### src/rtl/run_monitor_if.sv
// Handshake/bus bundle between a run_monitor and whatever drives the
// observed core: run control, retired-instruction stream, dump handshake,
// status flags and counters.
interface run_monitor_if #(
   parameter int unsigned INSTR_W = 16,
   parameter int unsigned CNT_W   = 32
);

   // Control and observation inputs to the monitor
   logic               start;
   logic               instr_valid;
   logic [INSTR_W-1:0] instr;
   logic               dump_ack;

   // Status outputs from the monitor
   logic               dump_req;
   logic               running;
   logic               done;
   logic               timeout;
   logic [CNT_W-1:0]   cycle_count;
   logic [CNT_W-1:0]   instr_count;

   // Side that drives the run and observes the status
   modport master (
      output start,
      output instr_valid,
      output instr,
      output dump_ack,
      input  dump_req,
      input  running,
      input  done,
      input  timeout,
      input  cycle_count,
      input  instr_count
   );

   // The monitor itself
   modport slave (
      input  start,
      input  instr_valid,
      input  instr,
      input  dump_ack,
      output dump_req,
      output running,
      output done,
      output timeout,
      output cycle_count,
      output instr_count
   );

endinterface

### src/rtl/run_monitor.sv
// run_monitor: watches a retired-instruction stream during a run, counts
// cycles and instructions, detects a halt opcode (masked compare) and a
// run-cycle limit, and optionally requests a memory dump after a halt.
//
// Build option: define RUN_MONITOR_DUMP_EN to include the DUMP state and the
// dump_req/dump_ack handshake. Without it a halt goes straight to DONE,
// dump_req is tied low and dump_ack is ignored.
//
// State flags and counters are registered; the flags are decoded from the
// next state so they line up with the state register.
module run_monitor #(
   parameter int unsigned        INSTR_W     = 16,
   parameter logic [INSTR_W-1:0] HALT_OPCODE = INSTR_W'(16'hF000),
   parameter logic [INSTR_W-1:0] HALT_MASK   = '1,
   parameter int unsigned        TIMEOUT     = 1000,
   parameter int unsigned        CNT_W       = 32
) (
   input  logic              clk,
   input  logic              rst,
   run_monitor_if.slave      bus
);

   // Counter value on which the last permitted run cycle is spent
   localparam logic [CNT_W-1:0] LP_TOUT_LAST = CNT_W'(TIMEOUT - 1);
   localparam logic [INSTR_W-1:0] LP_HALT_CMP = HALT_OPCODE & HALT_MASK;

   typedef enum logic [2:0] {
      ST_IDLE = 3'd0,
      ST_RUN  = 3'd1,
      ST_DUMP = 3'd2,
      ST_DONE = 3'd3,
      ST_TOUT = 3'd4
   } state_t;

   state_t           r_state;
   logic [CNT_W-1:0] r_cycle_count;
   logic [CNT_W-1:0] r_instr_count;
   logic             r_running;
   logic             r_done;
   logic             r_timeout;

   state_t           w_state_nxt;
   logic             w_halt_match;
   logic             w_tout_hit;
   logic [CNT_W-1:0] w_cycle_inc;
   logic [CNT_W-1:0] w_instr_inc;

   // Masked halt-opcode compare on a retired instruction
   assign w_halt_match = bus.instr_valid
                         && ((bus.instr & HALT_MASK) == LP_HALT_CMP);

   // Run limit reached on this cycle
   assign w_tout_hit = (r_cycle_count == LP_TOUT_LAST);

   // Saturating increments for both counters
   assign w_cycle_inc = (&r_cycle_count) ? r_cycle_count
                                         : r_cycle_count + CNT_W'(1);
   assign w_instr_inc = (&r_instr_count) ? r_instr_count
                                         : r_instr_count + CNT_W'(1);

   // Next-state decode; a halt beats a timeout in the same cycle, and in
   // DUMP a completed dump beats a timeout in the same cycle
   always_comb begin
      w_state_nxt = r_state;
      case (r_state)
         ST_IDLE, ST_DONE, ST_TOUT: begin
            if (bus.start) begin
               w_state_nxt = ST_RUN;
            end
         end
         ST_RUN: begin
            if (w_halt_match) begin
`ifdef RUN_MONITOR_DUMP_EN
               w_state_nxt = ST_DUMP;
`else
               w_state_nxt = ST_DONE;
`endif
            end else if (w_tout_hit) begin
               w_state_nxt = ST_TOUT;
            end
         end
         ST_DUMP: begin
`ifdef RUN_MONITOR_DUMP_EN
            if (bus.dump_ack) begin
               w_state_nxt = ST_DONE;
            end else if (w_tout_hit) begin
               w_state_nxt = ST_TOUT;
            end
`else
            w_state_nxt = ST_IDLE;
`endif
         end
         default: begin
            w_state_nxt = ST_IDLE;
         end
      endcase
   end

`ifdef RUN_MONITOR_DUMP_EN
   logic r_dump_req;

   // Dump request is high exactly while the state register holds DUMP
   always_ff @(posedge clk or negedge rst) begin
      if (!rst) begin
         r_dump_req <= 1'b0;
      end else begin
         r_dump_req <= (w_state_nxt == ST_DUMP);
      end
   end

   assign bus.dump_req = r_dump_req;
`else
   logic w_unused_dump_ack;

   assign w_unused_dump_ack = bus.dump_ack;
   assign bus.dump_req      = 1'b0;
`endif

   // State register, registered status flags and run counters
   always_ff @(posedge clk or negedge rst) begin
      if (!rst) begin
         r_state       <= ST_IDLE;
         r_running     <= 1'b0;
         r_done        <= 1'b0;
         r_timeout     <= 1'b0;
         r_cycle_count <= '0;
         r_instr_count <= '0;
      end else begin
         r_state   <= w_state_nxt;
         r_running <= (w_state_nxt == ST_RUN);
         r_done    <= (w_state_nxt == ST_DONE);
         r_timeout <= (w_state_nxt == ST_TOUT);

         case (r_state)
            ST_IDLE, ST_DONE, ST_TOUT: begin
               if (bus.start) begin
                  r_cycle_count <= '0;
                  r_instr_count <= '0;
               end
            end
            ST_RUN: begin
               r_cycle_count <= w_cycle_inc;
               if (bus.instr_valid) begin
                  r_instr_count <= w_instr_inc;
               end
            end
            ST_DUMP: begin
               r_cycle_count <= w_cycle_inc;
            end
            default: begin
               r_cycle_count <= r_cycle_count;
            end
         endcase
      end
   end

   assign bus.running     = r_running;
   assign bus.done        = r_done;
   assign bus.timeout     = r_timeout;
   assign bus.cycle_count = r_cycle_count;
   assign bus.instr_count = r_instr_count;

endmodule

### src/flat_wrapper.sv
// flat-port wrapper written by rule: the top's interface ports become plain ports
module run_monitor_flat 
#(
   parameter int unsigned        INSTR_W     = 16,
   parameter logic [INSTR_W-1:0] HALT_OPCODE = INSTR_W'(16'hF000),
   parameter logic [INSTR_W-1:0] HALT_MASK   = '1,
   parameter int unsigned        TIMEOUT     = 1000,
   parameter int unsigned        CNT_W       = 32
)
  (clk, rst, bus_start, bus_instr_valid, bus_instr, bus_dump_ack, bus_dump_req, bus_running, bus_done, bus_timeout, bus_cycle_count, bus_instr_count);
  run_monitor_if #(.INSTR_W(INSTR_W), .CNT_W(CNT_W)) bus_i ();
  input  logic clk;
  input  logic rst;
  input wire logic [$bits(bus_i.start)-1:0] bus_start;
  input wire logic [$bits(bus_i.instr_valid)-1:0] bus_instr_valid;
  input wire logic [$bits(bus_i.instr)-1:0] bus_instr;
  input wire logic [$bits(bus_i.dump_ack)-1:0] bus_dump_ack;
  output wire logic [$bits(bus_i.dump_req)-1:0] bus_dump_req;
  output wire logic [$bits(bus_i.running)-1:0] bus_running;
  output wire logic [$bits(bus_i.done)-1:0] bus_done;
  output wire logic [$bits(bus_i.timeout)-1:0] bus_timeout;
  output wire logic [$bits(bus_i.cycle_count)-1:0] bus_cycle_count;
  output wire logic [$bits(bus_i.instr_count)-1:0] bus_instr_count;
  assign bus_i.start = bus_start;
  assign bus_i.instr_valid = bus_instr_valid;
  assign bus_i.instr = bus_instr;
  assign bus_i.dump_ack = bus_dump_ack;
  assign bus_dump_req = bus_i.dump_req;
  assign bus_running = bus_i.running;
  assign bus_done = bus_i.done;
  assign bus_timeout = bus_i.timeout;
  assign bus_cycle_count = bus_i.cycle_count;
  assign bus_instr_count = bus_i.instr_count;
  run_monitor #(.INSTR_W(INSTR_W), .HALT_OPCODE(HALT_OPCODE), .HALT_MASK(HALT_MASK), .TIMEOUT(TIMEOUT), .CNT_W(CNT_W)) u_core (.clk(clk), .rst(rst), .bus(bus_i));
endmodule
### config.mk
export PLATFORM = sky130hd
export DESIGN_NAME = run_monitor_flat
export DESIGN_NICKNAME = d
export VERILOG_FILES = /design/src/rtl/run_monitor_if.sv /design/src/rtl/run_monitor.sv /design/src/flat_wrapper.sv
export SDC_FILE = /design/constraint.sdc
export NUM_CORES = 1
export LEC_CHECK = 0
export BUFFER_PORTS_ARGS = -buffer_cell sky130_fd_sc_hd__buf_4
export CAP_MARGIN = 20
export CORE_AREA = 2 2 136 138
export CTS_CLUSTER_DIAMETER = 100
export DETAILED_ROUTE_END_ITERATION = 16
export DIE_AREA = 0 0 138 140
export GPL_TIMING_DRIVEN = 0
export PLACE_DENSITY = 0.49
export SLEW_MARGIN = 25
export SYNTH_ARGS = -nofsm -noshare
export SYNTH_HDL_FRONTEND = slang
export SYNTH_SLANG_ARGS = --single-unit
### constraint.sdc
create_clock -name clk -period 2.3 [get_ports clk]
set_input_delay 0 -clock clk [delete_from_list [all_inputs] [get_ports clk]]
set_output_delay 0 -clock clk [all_outputs]
set_load 0.01 [all_outputs]
Word level (Yosys, flattened, before mapping)
Index checks and enable logic that the tools add are counted.
W data, S select, Z words.

word-level totals
  logic and storage cells = 41
  flip-flop bits (word level) = 70

cells by class
  multiplexer cells = 10
  $add $sub $neg = 2
  reduce and logical (&&, ||, !) cells = 10
  equality and inequality tests = 13

operators with widths
  kind                     number
  $mux W32                 4
  $pmux W32 S2             2
  $add A32 B1 Y32 const B  2
  $reduce_and A32 Y1       2
  $eq A32 B10 Y1 const B   1
  $eq A16 B16 Y1 const B   1
  $eq A3 B2 Y1 const B     3
  $mux W3                  3
  $ne A2 B2 Y1 const B     4
  $eq A3 B1 Y1 const B     2
  $eq A3 B3 Y1 const B     2
  $pmux W3 S2              1
  $reduce_and A4 Y1        1
  $reduce_bool A2 Y1       2
  $logic_not A3 Y1         1
  $reduce_and A3 Y1        1
  $reduce_or A3 Y1         1
  $reduce_or A2 Y1         1
  $logic_and A1 B1 Y1      1

Logic depth before layout (Yosys ltp)
Gate-level depths: netlist of the first run.

  word-level depth = 5
  gate-level depth with buffers = 8
  depth with buffers taken out = 6

Worst setup path before layout of the first run
OpenSTA, ideal clock, no wires.

  path kind = register to register
  start point = reg u_core.r_cycle_count[0] (netlist: u_core.bus.cycle_count[0])
  end point = reg u_core.r_cycle_count[24] (netlist: u_core.bus.cycle_count[24])
  path slack = 0.184 ns
  arrival time = 1.991 ns
  path buffers = 1
  required time = 2.175 ns
  clock period less this slack = 2.116 ns
  cell stages (with the launch flop) = 8
  cell sequence = dfrtp_1 -> ha_1 -> and4_1 -> and4_1 -> buf_6 -> a41oi_4 -> o22ai_1 -> mux2_2

between the ends
  cells in the longest elaborated chain, start to end = 3
  elaborated cells between the ends (all ways) = 6

ends and longest elaborated chain
  what                                                          line                                  text
  start, declared                                               run_monitor.sv:36                     logic [CNT_W-1:0] r_cycle_count;
  start signal, assigned                                        run_monitor.sv:142                    r_cycle_count <= w_cycle_inc;
  start signal, assigned                                        run_monitor.sv:148                    r_cycle_count <= w_cycle_inc;
  start signal, assigned                                        run_monitor.sv:151                    r_cycle_count <= r_cycle_count;
  $add A32 B1 Y32 / $reduce_and A32 Y1 (equally long branches)  run_monitor.sv:57, run_monitor.sv:56
  $mux W32 / $ne A2 B2 Y1 (equally long branches)               -
  $pmux W32 S2 / $reduce_and A3 Y1 (equally long branches)      -

Several ways; a longest one is shown, not always the timed one. The select of a mux whose other input is x is not followed.
A chain may end at the register's enable or synchronous reset.

Worst setup path after layout of the first run
  start point = reg u_core.r_instr_count[0] (netlist: u_core.bus.instr_count[0])
  end point = reg u_core.r_instr_count[18] (netlist: u_core.bus.instr_count[18])

between the ends
  cells in the longest elaborated chain, start to end = 4
  elaborated cells between the ends (all ways) = 7

ends and longest elaborated chain
  what                    line                text
  start, declared         run_monitor.sv:37   logic [CNT_W-1:0] r_instr_count;
  start signal, assigned  run_monitor.sv:144  r_instr_count <= w_instr_inc;
  $add A32 B1 Y32         run_monitor.sv:59   : r_instr_count + CNT_W'(1);
  $mux W32                run_monitor.sv:58   assign w_instr_inc = (&r_instr_count) ? r_instr_count
  $mux W32                run_monitor.sv:143  if (bus.instr_valid) begin
  $pmux W32 S2            run_monitor.sv:134  case (r_state)

Several ways; a longest one is shown, not always the timed one. The select of a mux whose other input is x is not followed.

==> results of run 1 <==
timing repair:
action / CTS / global route
setup buffers: 5 / 2
resized for setup: 2 / 16
pin swaps: 2 / 2
cloned: 0 / 0
setup endpoints to repair: 42 / 58
hold buffers: 2 / 0
endpoints found under the hold margin: 72 / 0
final cells by class:
class / count / area share
tap: 229 / 0.0503
sequential: 70 / 0.308
timing repair buffer: 95 / 0.127
clock inverter: 4 / 0.00856
buffer: 30 / 0.0342
multi-input combinational: 368 / 0.424
clock buffer: 11 / 0.0408
inverter: 11 / 0.00724
tightest hold or removal path, cell delays in order:
cell	delay, ps
sky130_fd_sc_hd__buf_4	80
sky130_fd_sc_hd__nor4_1	90
sky130_fd_sc_hd__mux2i_1	190
sky130_fd_sc_hd__nor2_1	60
worst min-delay path by stage:
stage / endpoint / slack, ps / cells past startpoint
after floorplan: u_core.bus.cycle_count[0] / -300 / 0
after global placement: u_core.bus.cycle_count[7] / 210 / 1
after detailed placement: u_core.bus.cycle_count[9] / 210 / 1
after CTS: u_core.r_state[1] / 130 / 4
after global routing: u_core.r_state[1] / 150 / 4
final: u_core.r_state[1] / 120 / 4
sequential cells by signal, summed over array words and instances (netlist names):
register                count
u_core.bus.running          1
u_core.bus.instr_count     32
u_core.r_state              3
u_core.bus.done             1
u_core.bus.timeout          1
u_core.bus.cycle_count     32
per-layer routing:
layer,wire length [µm],vias to the layer above,global-route usage,share of wire
li1,-,2076,-,-
met1,6680,2151,0.206,0.45
met2,7270,156,0.251,0.49
met3,831,8,0.0325,0.056
met4,102,0,0.0371,0.0069
met5,0,-,0,0
through the flow:
step | utilization | TNS [ps] | worst slack [ps] | total power [W] | hold WS [ps]
detailed placement | 0.298 | -1940 | -119 | 0.00280 | 215
finish | 0.321 | 0 | 94.0 | 0.00422 | 119
CTS | 0.317 | 0 | 14.2 | 0.00423 | 128
global route | 0.321 | -347 | -49.5 | 0.00445 | 152
global placement | 0.298 | -1520 | -129 | 0.00278 | 214
floorplan | - | 0 | 184 | 0.00224 | -296
cells in the mapped netlist (4+ instances only):
library cell               count
sky130_fd_sc_hd__a21oi_1      13
sky130_fd_sc_hd__buf_6         7
sky130_fd_sc_hd__clkbuf_1     14
sky130_fd_sc_hd__a31oi_1      27
sky130_fd_sc_hd__buf_2         4
sky130_fd_sc_hd__a22o_1        5
sky130_fd_sc_hd__nor4b_1       4
sky130_fd_sc_hd__a41oi_1       8
sky130_fd_sc_hd__nand2_1      35
sky130_fd_sc_hd__dfrtp_1      70
sky130_fd_sc_hd__nand2b_1      6
sky130_fd_sc_hd__and2_1        7
sky130_fd_sc_hd__a21boi_0      4
sky130_fd_sc_hd__o41ai_1       6
sky130_fd_sc_hd__mux2i_1      18
sky130_fd_sc_hd__o31ai_1      18
sky130_fd_sc_hd__o21ai_0      21
sky130_fd_sc_hd__and4_1        6
sky130_fd_sc_hd__nor4_1       11
sky130_fd_sc_hd__or3_1         5
sky130_fd_sc_hd__nor2_1       27
sky130_fd_sc_hd__inv_1        11
sky130_fd_sc_hd__nand3_1      32
sky130_fd_sc_hd__buf_4         4
sky130_fd_sc_hd__nor3_1       17
sky130_fd_sc_hd__and3_1       15
sky130_fd_sc_hd__nand4_1      29
sky130_fd_sc_hd__o21ai_1       4
power groups by stage:
stage | sequential, W | combinational (W) | clock [W]
floorplan | 0.00174 | 0.000503 | 0
global placement | 0.00174 | 0.00104 | 0
detailed placement | 0.00175 | 0.00106 | 0
CTS | 0.00173 | 0.00107 | 0.00143
global route | 0.00178 | 0.00119 | 0.00148
finish | 0.00174 | 0.00107 | 0.00140
cells in the final DEF (no fill, tap or decap), types with 9 or more instances in the layout:
cell type,synthesis,layout
sky130_fd_sc_hd__nor2_1,27,27
sky130_fd_sc_hd__a21oi_1,13,13
sky130_fd_sc_hd__o31ai_1,18,18
sky130_fd_sc_hd__nand2_1,35,34
sky130_fd_sc_hd__nor3_1,17,17
sky130_fd_sc_hd__nand4_1,29,29
sky130_fd_sc_hd__clkbuf_16,0,9
sky130_fd_sc_hd__a31oi_1,27,27
sky130_fd_sc_hd__and3_1,15,15
sky130_fd_sc_hd__buf_4,4,97
sky130_fd_sc_hd__o21ai_0,21,21
sky130_fd_sc_hd__inv_1,11,11
sky130_fd_sc_hd__mux2i_1,18,18
sky130_fd_sc_hd__nor4_1,11,10
sky130_fd_sc_hd__clkbuf_1,14,13
sky130_fd_sc_hd__dfrtp_1,70,68
sky130_fd_sc_hd__nand3_1,32,31
logic make-up after synthesis:
logic type,after synthesis,synth area share
AOI/OAI and AO/OA,127,0.202
DFF,70,0.401
other,1,0.000860
buffers and inverters,41,0.0522
adders and majority gates,2,0.00573
xor gates and xnor gates,6,0.0120
and+or+nand+nor,212,0.279
muxes,20,0.0465
==> Flow_metrics.wiki, run 1 <==
{| class="wikitable"
! Metric !! Value
|-
| Sequential power share || 0.413
|-
| Kind of start point of the critical path || flip-flop
|-
| Buffering stage count on the worst path with inverters included || 0
|-
| Static power due to leakage || 2.48 nW
|-
| Flop2flop setup slack || 90 ps
|-
| Max Fclk || 453 MHz
|-
| Worst-case headroom to the max-slew limit || 0.397
|-
| Critical Path, Cell by Cell || ha_1 -> nand3_1 -> nor3_1 -> a41oi_1 -> o31ai_1 -> o41ai_1
|-
| Clock tree from TritonCTS || done
|-
| Initial antenna violation count || 0
|-
| Period utilization || 0.959
|-
| Top-level I/O count || 89
|-
| Global-route congestion overflow total || 0
|-
| Number of instances in the synthesized netlist || 479
|-
| Final number of max-transition violations || 0
|-
| Placed wire-length estimate || 10500 µm
|-
| Crit path to || u_core.bus.instr_count[18]
|-
| Data arrival time of the critical path || 2420 ps
|-
| Reg-to-reg endpoint || u_core.bus.instr_count[18]
|-
| DRC errors left || 0
|-
| Instance area at placement || 5300 µm²
|-
| Fin area || 5700 µm²
|-
| Cell types with the largest area share after synthesis || sky130_fd_sc_hd__dfrtp_1, sky130_fd_sc_hd__nand4_1, sky130_fd_sc_hd__mux2i_1
|-
| Global placer's final weighted congestion || 0.879
|-
| Count of nets left with antenna violations after detail routing || 0
|-
| Total number of cells along the worst setup path || 6
|-
| Die boundary width || 138 µm
|-
| CP startpoint || u_core.bus.instr_count[0]
|-
| Worst clock skew on the final layout || 8.90 ps
|-
| NumNets Final || 608
|-
| Pin count of the biggest net entering global routing || 71
|-
| Worst-Skew Late Latency || 340 ps
|-
| Setup repair after global routing missed its margin || true
|-
| Switching share of power || 0.344
|-
| Post-detailed-route wirelength per cell || 18.2 µm
|-
| Core box area || 17800 µm²
|-
| Total global routing track utilization || 0.153
|-
| Fillers || 1898
|-
| Total power per unit cell area || 740 nW/µm²
|-
| Total die area || 19300 µm²
|-
| Crit path max-delay family || simple AND/OR/NAND/NOR gates
|-
| Area of the multi-input gates || 2420 µm²
|-
| Tightest Hold Check Type || input pin to flip-flop
|-
| Max_cap viols || 0
|-
| First-pass GRT wire length || 23700 µm
|-
| Number of flops mapped to enable cells by yosys || 0
|-
| Total number of vias || 4391
|-
| Kind of capture point of the worst setup path || flip-flop
|-
| Worst VDD drop || 0.000394 V
|-
| Average via count per standard cell || 5.37
|-
| Required time at the worst-slack endpoint || 2520 ps
|-
| Post-synthesis cell area || 4360 µm²
|-
| CTS Buf Count || 9
|-
| Post-route minimum period || 2210 ps
|-
| Net count of the mapped netlist || 502
|-
| Combinational share of power || 0.255
|-
| Library cell used as clock root buffer || sky130_fd_sc_hd__clkbuf_16
|-
| Startpoint of the lowest-slack hold path || bus_instr[1]
|-
| Die H || 140 µm
|-
| Clock slew at reported path FFs || 60 ps
|-
| Count of standard-cell rows || 49
|-
| Peak fanout along the critical path || 7
|-
| Internal power consumption || 0.00276 W
|-
| Clock sink count || 70
|-
| Sequential standard cell area || 1750 µm²
|-
| Post-synth top area cell || sky130_fd_sc_hd__dfrtp_1
|-
| Antenna cells || 0
|-
| Vias in the first global route || 4237
|-
| YS warnings || 0
|-
| Number of cells on the worst reg-to-reg path || 6
|-
| P_sw || 0.00145 W
|-
| Status || complete, no violations
|-
| Non-filler instance count after layout || 818
|-
| Share of the yosys chip area belonging to registers || 0.401
|-
| Avg Cell Area, Syn || 9.11 µm²
|-
| Slew at the pin with the worst max-slew slack || 897 ps
|-
| Clock network fraction of total power || 0.332
|-
| Startpoint of the worst register-to-register path || u_core.bus.instr_count[0]
|-
| Commonest register cell after synthesis || sky130_fd_sc_hd__dfrtp_1
|-
| # setup viols final || 0
|-
| Layout-stage area growth over the synthesis result || 30.7%
|-
| Startpoint-to-endpoint class of the critical path || flip-flop to flip-flop
|-
| Slowest cell on crit path || sky130_fd_sc_hd__nor3_1
|-
| Final-report hold violation count || 0
|-
| First DRT Iteration DRCs || 382
|-
| Wirelength, routed || 14900 µm
|-
| Initial core utilization || 0.245
|-
| Async S/R FF share, synth || 1.00
|-
| CTS HTree Levels || 3
|-
| Maximum buffer depth of the clock tree || 2
|-
| Synth cell types || 61
|-
| Critical Path Max Stage Delay || 660 ps
|-
| Count of input and output buffers || 86
|-
| Share of final-layout standard cells stronger than drive strength 1 || 0.251
|-
| Pre-Repair DR Iteration Count || 5
|-
| Total instance count after detailed placement || 794
|-
| #FFs+latches synth || 70
|-
| Portion of synthesized cell area occupied by the leading cell type || 0.401
|}
Note: power is estimated with default switching activity, not from simulation.
==> run 2: changes to the inputs <==
- CORE_AREA: 2 2 136 138 -> 2 2 95 165
- DIE_AREA: 0 0 138 140 -> 0 0 97 167
- PLACE_DENSITY: 0.49 -> 0.55
==> run 2 against run 1 <==
Global-route usage grew 3.0 points. Via count grew 2.8%. Count of clock-buffer cells in the layout is 2 higher. Sequential power hardly changed. Utilization up 6.4 points. Die area fell by 16%. Combinational power rose by 4%. Critical path depth increased by 1. Highest routed layer unchanged. Non-clock buffer count grew 3. Final area grew 0.24%. Wire length increased by 0.87%.
==> Flow_metrics.wiki, run 2 (synthesized netlist as in run 1, its figures left out) <==
{| class="wikitable"
! Metric !! Value
|-
| Status || complete, no violations
|-
| Total power per unit cell area || 748 nW/µm²
|-
| Layout-stage area growth over the synthesis result || 31.0%
|-
| Maximum buffer depth of the clock tree || 2
|-
| Kind of start point of the critical path || flip-flop
|-
| Static power due to leakage || 2.51 nW
|-
| Antenna cells || 0
|-
| Pin count of the biggest net entering global routing || 71
|-
| Global placer's final weighted congestion || 0.865
|-
| Area of the multi-input gates || 2430 µm²
|-
| Startpoint-to-endpoint class of the critical path || flip-flop to flip-flop
|-
| Final-report hold violation count || 0
|-
| Period utilization || 0.961
|-
| NumNets Final || 611
|-
| Sequential standard cell area || 1750 µm²
|-
| Post-route setup TNS || 0 ps
|-
| Placed wire-length estimate || 11000 µm
|-
| Most used cells in the layout excluding fill and tap cells || sky130_fd_sc_hd__buf_4, sky130_fd_sc_hd__dfrtp_1, sky130_fd_sc_hd__nand2_1, sky130_fd_sc_hd__nand3_1, sky130_fd_sc_hd__nand4_1
|-
| CTS HTree Levels || 3
|-
| # setup viols final || 0
|-
| Total instance count after detailed placement || 748
|-
| Final number of max-transition violations || 0
|-
| Worst-Skew Late Latency || 340 ps
|-
| Min setup slack post-route || 89.9 ps
|-
| Fillers || 1508
|-
| Post-detailed-route wirelength per cell || 19.3 µm
|-
| Vias in the first global route || 4431
|-
| Startpoint of the worst register-to-register path || u_core.bus.cycle_count[0]
|-
| Die H || 167 µm
|-
| Pre-Repair DR Iteration Count || 5
|-
| Global-route congestion overflow total || 0
|-
| Total die area || 16200 µm²
|-
| Wirelength, routed || 15000 µm
|-
| Top-level I/O count || 89
|-
| Core box area || 14800 µm²
|-
| Max Fclk || 452 MHz
|-
| Clock tree from TritonCTS || done
|-
| Startpoint of the lowest-slack hold path || bus_instr[1]
|-
| Share of final-layout standard cells stronger than drive strength 1 || 0.265
|-
| DRC errors left || 0
|-
| Critical Path, Cell by Cell || ha_2 -> and4_2 -> and4_1 -> buf_6 -> a41o_4 -> mux2_2 -> mux2i_1
|-
| Data arrival time of the critical path || 2470 ps
|-
| Initial antenna violation count || 0
|-
| Setup repair after global routing missed its margin || true
|-
| Count of input and output buffers || 86
|-
| CP startpoint || u_core.bus.cycle_count[0]
|-
| Worst VDD drop || 0.000496 V
|-
| Critical Path Max Stage Delay || 410 ps
|-
| Slew at the pin with the worst max-slew slack || 966 ps
|-
| First-pass GRT wire length || 23600 µm
|-
| Clock sink count || 70
|-
| Count of nets left with antenna violations after detail routing || 0
|-
| Max_cap viols || 0
|-
| Tightest Hold Check Type || input pin to flip-flop
|-
| Worst slack at placement || -161 ps
|-
| Most common library cell in the layout ignoring fill and taps || sky130_fd_sc_hd__buf_4
|-
| Worst clock skew on the final layout || 5.37 ps
|-
| Worst-case headroom to the max-slew limit || 0.350
|-
| Initial core utilization || 0.294
|-
| Clock slew at reported path FFs || 60 ps
|-
| First DRT Iteration DRCs || 224
|-
| Required time at the worst-slack endpoint || 2560 ps
|-
| Count of standard-cell rows || 59
|-
| Post-route minimum period || 2210 ps
|-
| Average via count per standard cell || 5.82
|-
| Total global routing track utilization || 0.183
|-
| Peak fanout along the critical path || 8
|-
| Kind of capture point of the worst setup path || flip-flop
|-
| Non-filler instance count after layout || 776
|-
| Die boundary width || 97 µm
|-
| Library cell used as clock root buffer || sky130_fd_sc_hd__clkbuf_16
|-
| Total number of vias || 4514
|-
| Slowest cell on crit path || sky130_fd_sc_hd__dfrtp_2
|-
| CTS Buf Count || 9
|}
==> run 2: repair_timing <==
item	CTS	global route
hold buffers	2	0
pin swaps	3	2
buffers inserted	9	1
hold endpoints to repair	72	0
endpoints found under the setup margin	47	34
gates resized for setup	5	20
==> run 2: critical path: cells and delay by family, from the launching register on <==
family	cells	cell delay [ps]
flops	1	410
mux	2	500
compound gates	1	300
fa+ha+maj	1	250
buf+inv	1	150
simple gates	2	530
==> run 2: worst paths after layout <==
kind | to | slack (ps) | depth (start not counted)
worst max-delay path | u_core.bus.cycle_count[2] | 90 | 7
worst min-delay path | u_core.bus.done | 130 | 4
worst max register to register | u_core.bus.cycle_count[2] | 90 | 7
worst min register to register | u_core.bus.instr_count[6] | 550 | 1
max in group asynchronous | u_core.bus.cycle_count[17] | 1560 | 2
min in group asynchronous | u_core.bus.cycle_count[8] | 230 | 2
==> run 2: final cells by class <==
cell class	count	area share
Timing Repair Buffer	98	0.132
Clock inverter	3	0.00744
Tap cell	183	0.0401
Sequential cell	70	0.307
Clock buffer	13	0.0455
Multi-Input combinational cell	368	0.426
Inverter	11	0.00723
Buffer	30	0.0346
==> run 2: metrics by stage <==
step	hold WS [ps]	instance area, µm²	power [W]	util
3_5_place_dp	214	5240	0.00281	0.353
3_3_place_gp	215	5240	0.00278	0.353
6_report	126	5710	0.00427	0.385
2_1_floorplan	-296	4360	0.00224	-
5_1_grt	157	5710	0.00448	0.385
4_1_cts	119	5650	0.00428	0.381
==> run 2: routing by layer <==
layer,up-vias,wire (µm),GRT usage
met2,193,8080,0.333
li1,2086,-,-
met4,0,635,0.110
met5,-,0,0
met3,45,863,0.0348
met1,2190,5440,0.191
==> run 2: power by group <==
group | switching [W] | internal [W] | total, W | leakage, nW
registers | 0.000314 | 0.00142 | 0.00173 | 0.930
clock network | 0.000537 | 0.000898 | 0.00143 | 0.146
logic | 0.000584 | 0.000524 | 0.00111 | 1.44
total | 0.00143 | 0.00284 | 0.00427 | 2.51
==> run 3: changes to the inputs <==
- PLACE_DENSITY: 0.55 -> 0.57
- clock period: 2.3 -> 1.9 ns (I/O delays scaled with it)
==> run 3 against run 2 <==
The run now ends with negative setup slack left. Non-clock buffer count up 67. Sequential share of layout area shrank 5.6 points. Critical endpoint is now u_core.bus.instr_count[12]. Sequential power is 24% higher. Worst hold slack worse by 1.6 ps. Utilization grew 9.9 points. Count of clock-buffer cells in the layout down 2. Cell count rose by 8.6%. Clock skew grew 2.7 ps. Clock power grew 52%.
==> Flow_metrics.wiki, run 3 (synthesized netlist as in run 1, its figures left out) <==
{| class="wikitable"
! Metric !! Value
|-
| Worst clock skew on the final layout || 8.09 ps
|-
| Max Fclk || 515 MHz
|-
| Tightest Hold Check Type || input pin to flip-flop
|-
| Vias in the first global route || 4842
|-
| CTS Buf Count || 9
|-
| Required time at the worst-slack endpoint || 2130 ps
|-
| Status || finished with violations
|-
| Worst-case headroom to the max-slew limit || 0.345
|-
| Maximum buffer depth of the clock tree || 2
|-
| Pre-Repair DR Iteration Count || 5
|-
| Number of cells on the worst reg-to-reg path || 7
|-
| Library cell used as clock root buffer || sky130_fd_sc_hd__clkbuf_16
|-
| Layout-stage area growth over the synthesis result || 64.7%
|-
| Min setup slack post-route || -42.2 ps
|-
| Top-level I/O count || 89
|-
| Share of final-layout standard cells stronger than drive strength 1 || 0.523
|-
| Worst Hold Endpoint || u_core.r_state[1]
|-
| Most common library cell in the layout ignoring fill and taps || sky130_fd_sc_hd__buf_4
|-
| Kind of start point of the critical path || flip-flop
|-
| WL met2 || 9430 µm
|-
| NumNets Final || 678
|-
| Clock slew at reported path FFs || 60 ps
|-
| Post-route minimum period || 1940 ps
|-
| Total die area || 16200 µm²
|-
| Slew at the pin with the worst max-slew slack || 974 ps
|-
| Failing checks || negative setup slack
|-
| # setup viols final || 12
|-
| Worst VDD drop || 0.000742 V
|-
| Count of input and output buffers || 86
|-
| Die H || 167 µm
|-
| Total global routing track utilization || 0.194
|-
| Final number of max-transition violations || 0
|-
| Switching share of power || 0.322
|-
| Antenna cells || 0
|-
| Average via count per standard cell || 5.87
|-
| Internal power consumption || 0.00424 W
|-
| Count of nets left with antenna violations after detail routing || 0
|-
| Critical Path Max Stage Delay || 390 ps
|-
| Number of stages on the worst hold path || 4
|-
| Routed met3 length || 1200 µm
|-
| Period utilization || 1.02
|-
| Critical Path, Cell by Cell || buf_6 -> or3b_4 -> and3_4 -> nand4_1 -> buf_4 -> nand3_4 -> o31ai_1
|-
| P_sw || 0.00201 W
|-
| Worst hold slack || 124 ps
|-
| Count of standard-cell rows || 59
|-
| Setup repair after global routing missed its margin || true
|-
| Clock sink count || 70
|-
| Static power due to leakage || 3.11 nW
|-
| End-of-flow core utilization || 0.484
|-
| First-pass GRT wire length || 25200 µm
|-
| Flop2flop setup slack || -40 ps
|-
| Startpoint-to-endpoint class of the critical path || flip-flop to flip-flop
|-
| Kind of capture point of the worst setup path || flip-flop
|-
| Total power per unit cell area || 870 nW/µm²
|-
| Slowest cell on crit path || sky130_fd_sc_hd__or3b_4
|-
| Routed length on met1 || 6060 µm
|-
| Clock network fraction of total power || 0.348
|-
| First DRT Iteration DRCs || 285
|-
| CP startpoint || u_core.r_state[1]
|-
| Startpoint of the lowest-slack hold path || bus_instr[1]
|-
| Placed wire-length estimate || 10900 µm
|-
| Worst-Skew Late Latency || 340 ps
|-
| Global placer's final weighted congestion || 0.904
|-
| Sequential power share || 0.345
|-
| Combinational share of power || 0.307
|-
| Die boundary width || 97 µm
|-
| Top metal layer carrying routed signals || met4
|-
| Wirelength, routed || 17700 µm
|-
| Reg-to-reg endpoint || u_core.bus.instr_count[12]
|-
| Initial core utilization || 0.294
|-
| Instance area at placement || 5260 µm²
|-
| Final-report hold violation count || 0
|-
| Data arrival time of the critical path || 2180 ps
|-
| Max_cap viols || 0
|-
| DRC errors left || 0
|-
| Startpoint of the worst register-to-register path || u_core.r_state[1]
|-
| Pin count of the biggest net entering global routing || 71
|-
| Clock tree from TritonCTS || done
|-
| Initial antenna violation count || 0
|-
| Fin area || 7190 µm²
|-
| Post-detailed-route wirelength per cell || 21.0 µm
|-
| CTS HTree Levels || 3
|-
| Global-route congestion overflow total || 0
|-
| Core box area || 14800 µm²
|-
| Peak fanout along the critical path || 9
|-
| Most used cells in the layout excluding fill and tap cells || sky130_fd_sc_hd__buf_4, sky130_fd_sc_hd__dfrtp_2, sky130_fd_sc_hd__nand2_1, sky130_fd_sc_hd__nand4_1, sky130_fd_sc_hd__dfrtp_1
|-
| Total number of vias || 4952
|}
==> run 3: cell count changes in the layout (fill, tap and decap cells not counted), sizes merged <==
cell      change
buf          +70
clkbuf        -5
bufinv        +3
clkinvlp      -1
==> run 3: worst max path at each step <==
stage               slack [ps]                    endpoint  cells past startpoint
floorplan                  -80  u_core.bus.cycle_count[24]                      7
global placement          -410  u_core.bus.instr_count[24]                      7
detailed placement        -410  u_core.bus.instr_count[23]                      7
CTS                       -110   u_core.bus.cycle_count[2]                      7
global route              -120  u_core.bus.cycle_count[17]                      9
finish                     -40  u_core.bus.instr_count[12]                      7
==> run 3: critical path, delay by kind of cell, from the launching register on <==
family | cells | cell delay (ps)
simple gates | 4 | 910
buf+inv | 2 | 330
compound gates | 1 | 220
flops | 1 | 380
==> run 3: power groups by stage <==
| stage | clock network [W] | registers, W | logic, W |
|---|---|---|---|
| after global routing | 0.00227 | 0.00218 | 0.00206 |
| final | 0.00218 | 0.00215 | 0.00192 |
| after CTS | 0.00221 | 0.00210 | 0.00156 |
| after detailed placement | 0 | 0.00212 | 0.00132 |
| after global placement | 0 | 0.00210 | 0.00129 |
| after floorplan | 0 | 0.00212 | 0.000624 |
==> run 3: cell type report <==
cell class | instances | area [µm²]
Buffer | 25 | 264
Sequential cell | 70 | 1810
Tap cell | 183 | 229
Inverter | 11 | 41.3
Timing Repair Buffer | 170 | 1370
Multi-Input combinational cell | 368 | 3090
Clock inverter | 5 | 129
Fill cell | 1290 | 7650
Clock buffer | 11 | 253
==> run 3: metrics by stage <==
stage | std cells | power, W | setup slack [ps] | setup TNS (ps)
2_1_floorplan | 479 | 0.00274 | -78.8 | -185
3_3_place_gp | 748 | 0.00339 | -413 | -15900
3_5_place_dp | 748 | 0.00344 | -409 | -16360
4_1_cts | 805 | 0.00586 | -109 | -1440
5_1_grt | 843 | 0.00652 | -125 | -3360
6_report | 843 | 0.00625 | -42.2 | -277
==> run 3: what timing repair did <==
item / CTS / global route
hold buffers: 2 / 0
hold endpoints to repair: 72 / 0
setup endpoints to repair: 67 / 66
buffers inserted: 39 / 39
pin swaps: 17 / 40
resized for setup: 88 / 132
cloned: 2 / 2
==> run 3: metal layers <==
metal | up-vias | track usage
met3 | 68 | 0.0399
li1 | 2216 | -
met2 | 254 | 0.353
met1 | 2414 | 0.198
met4 | 0 | 0.127
met5 | - | 0
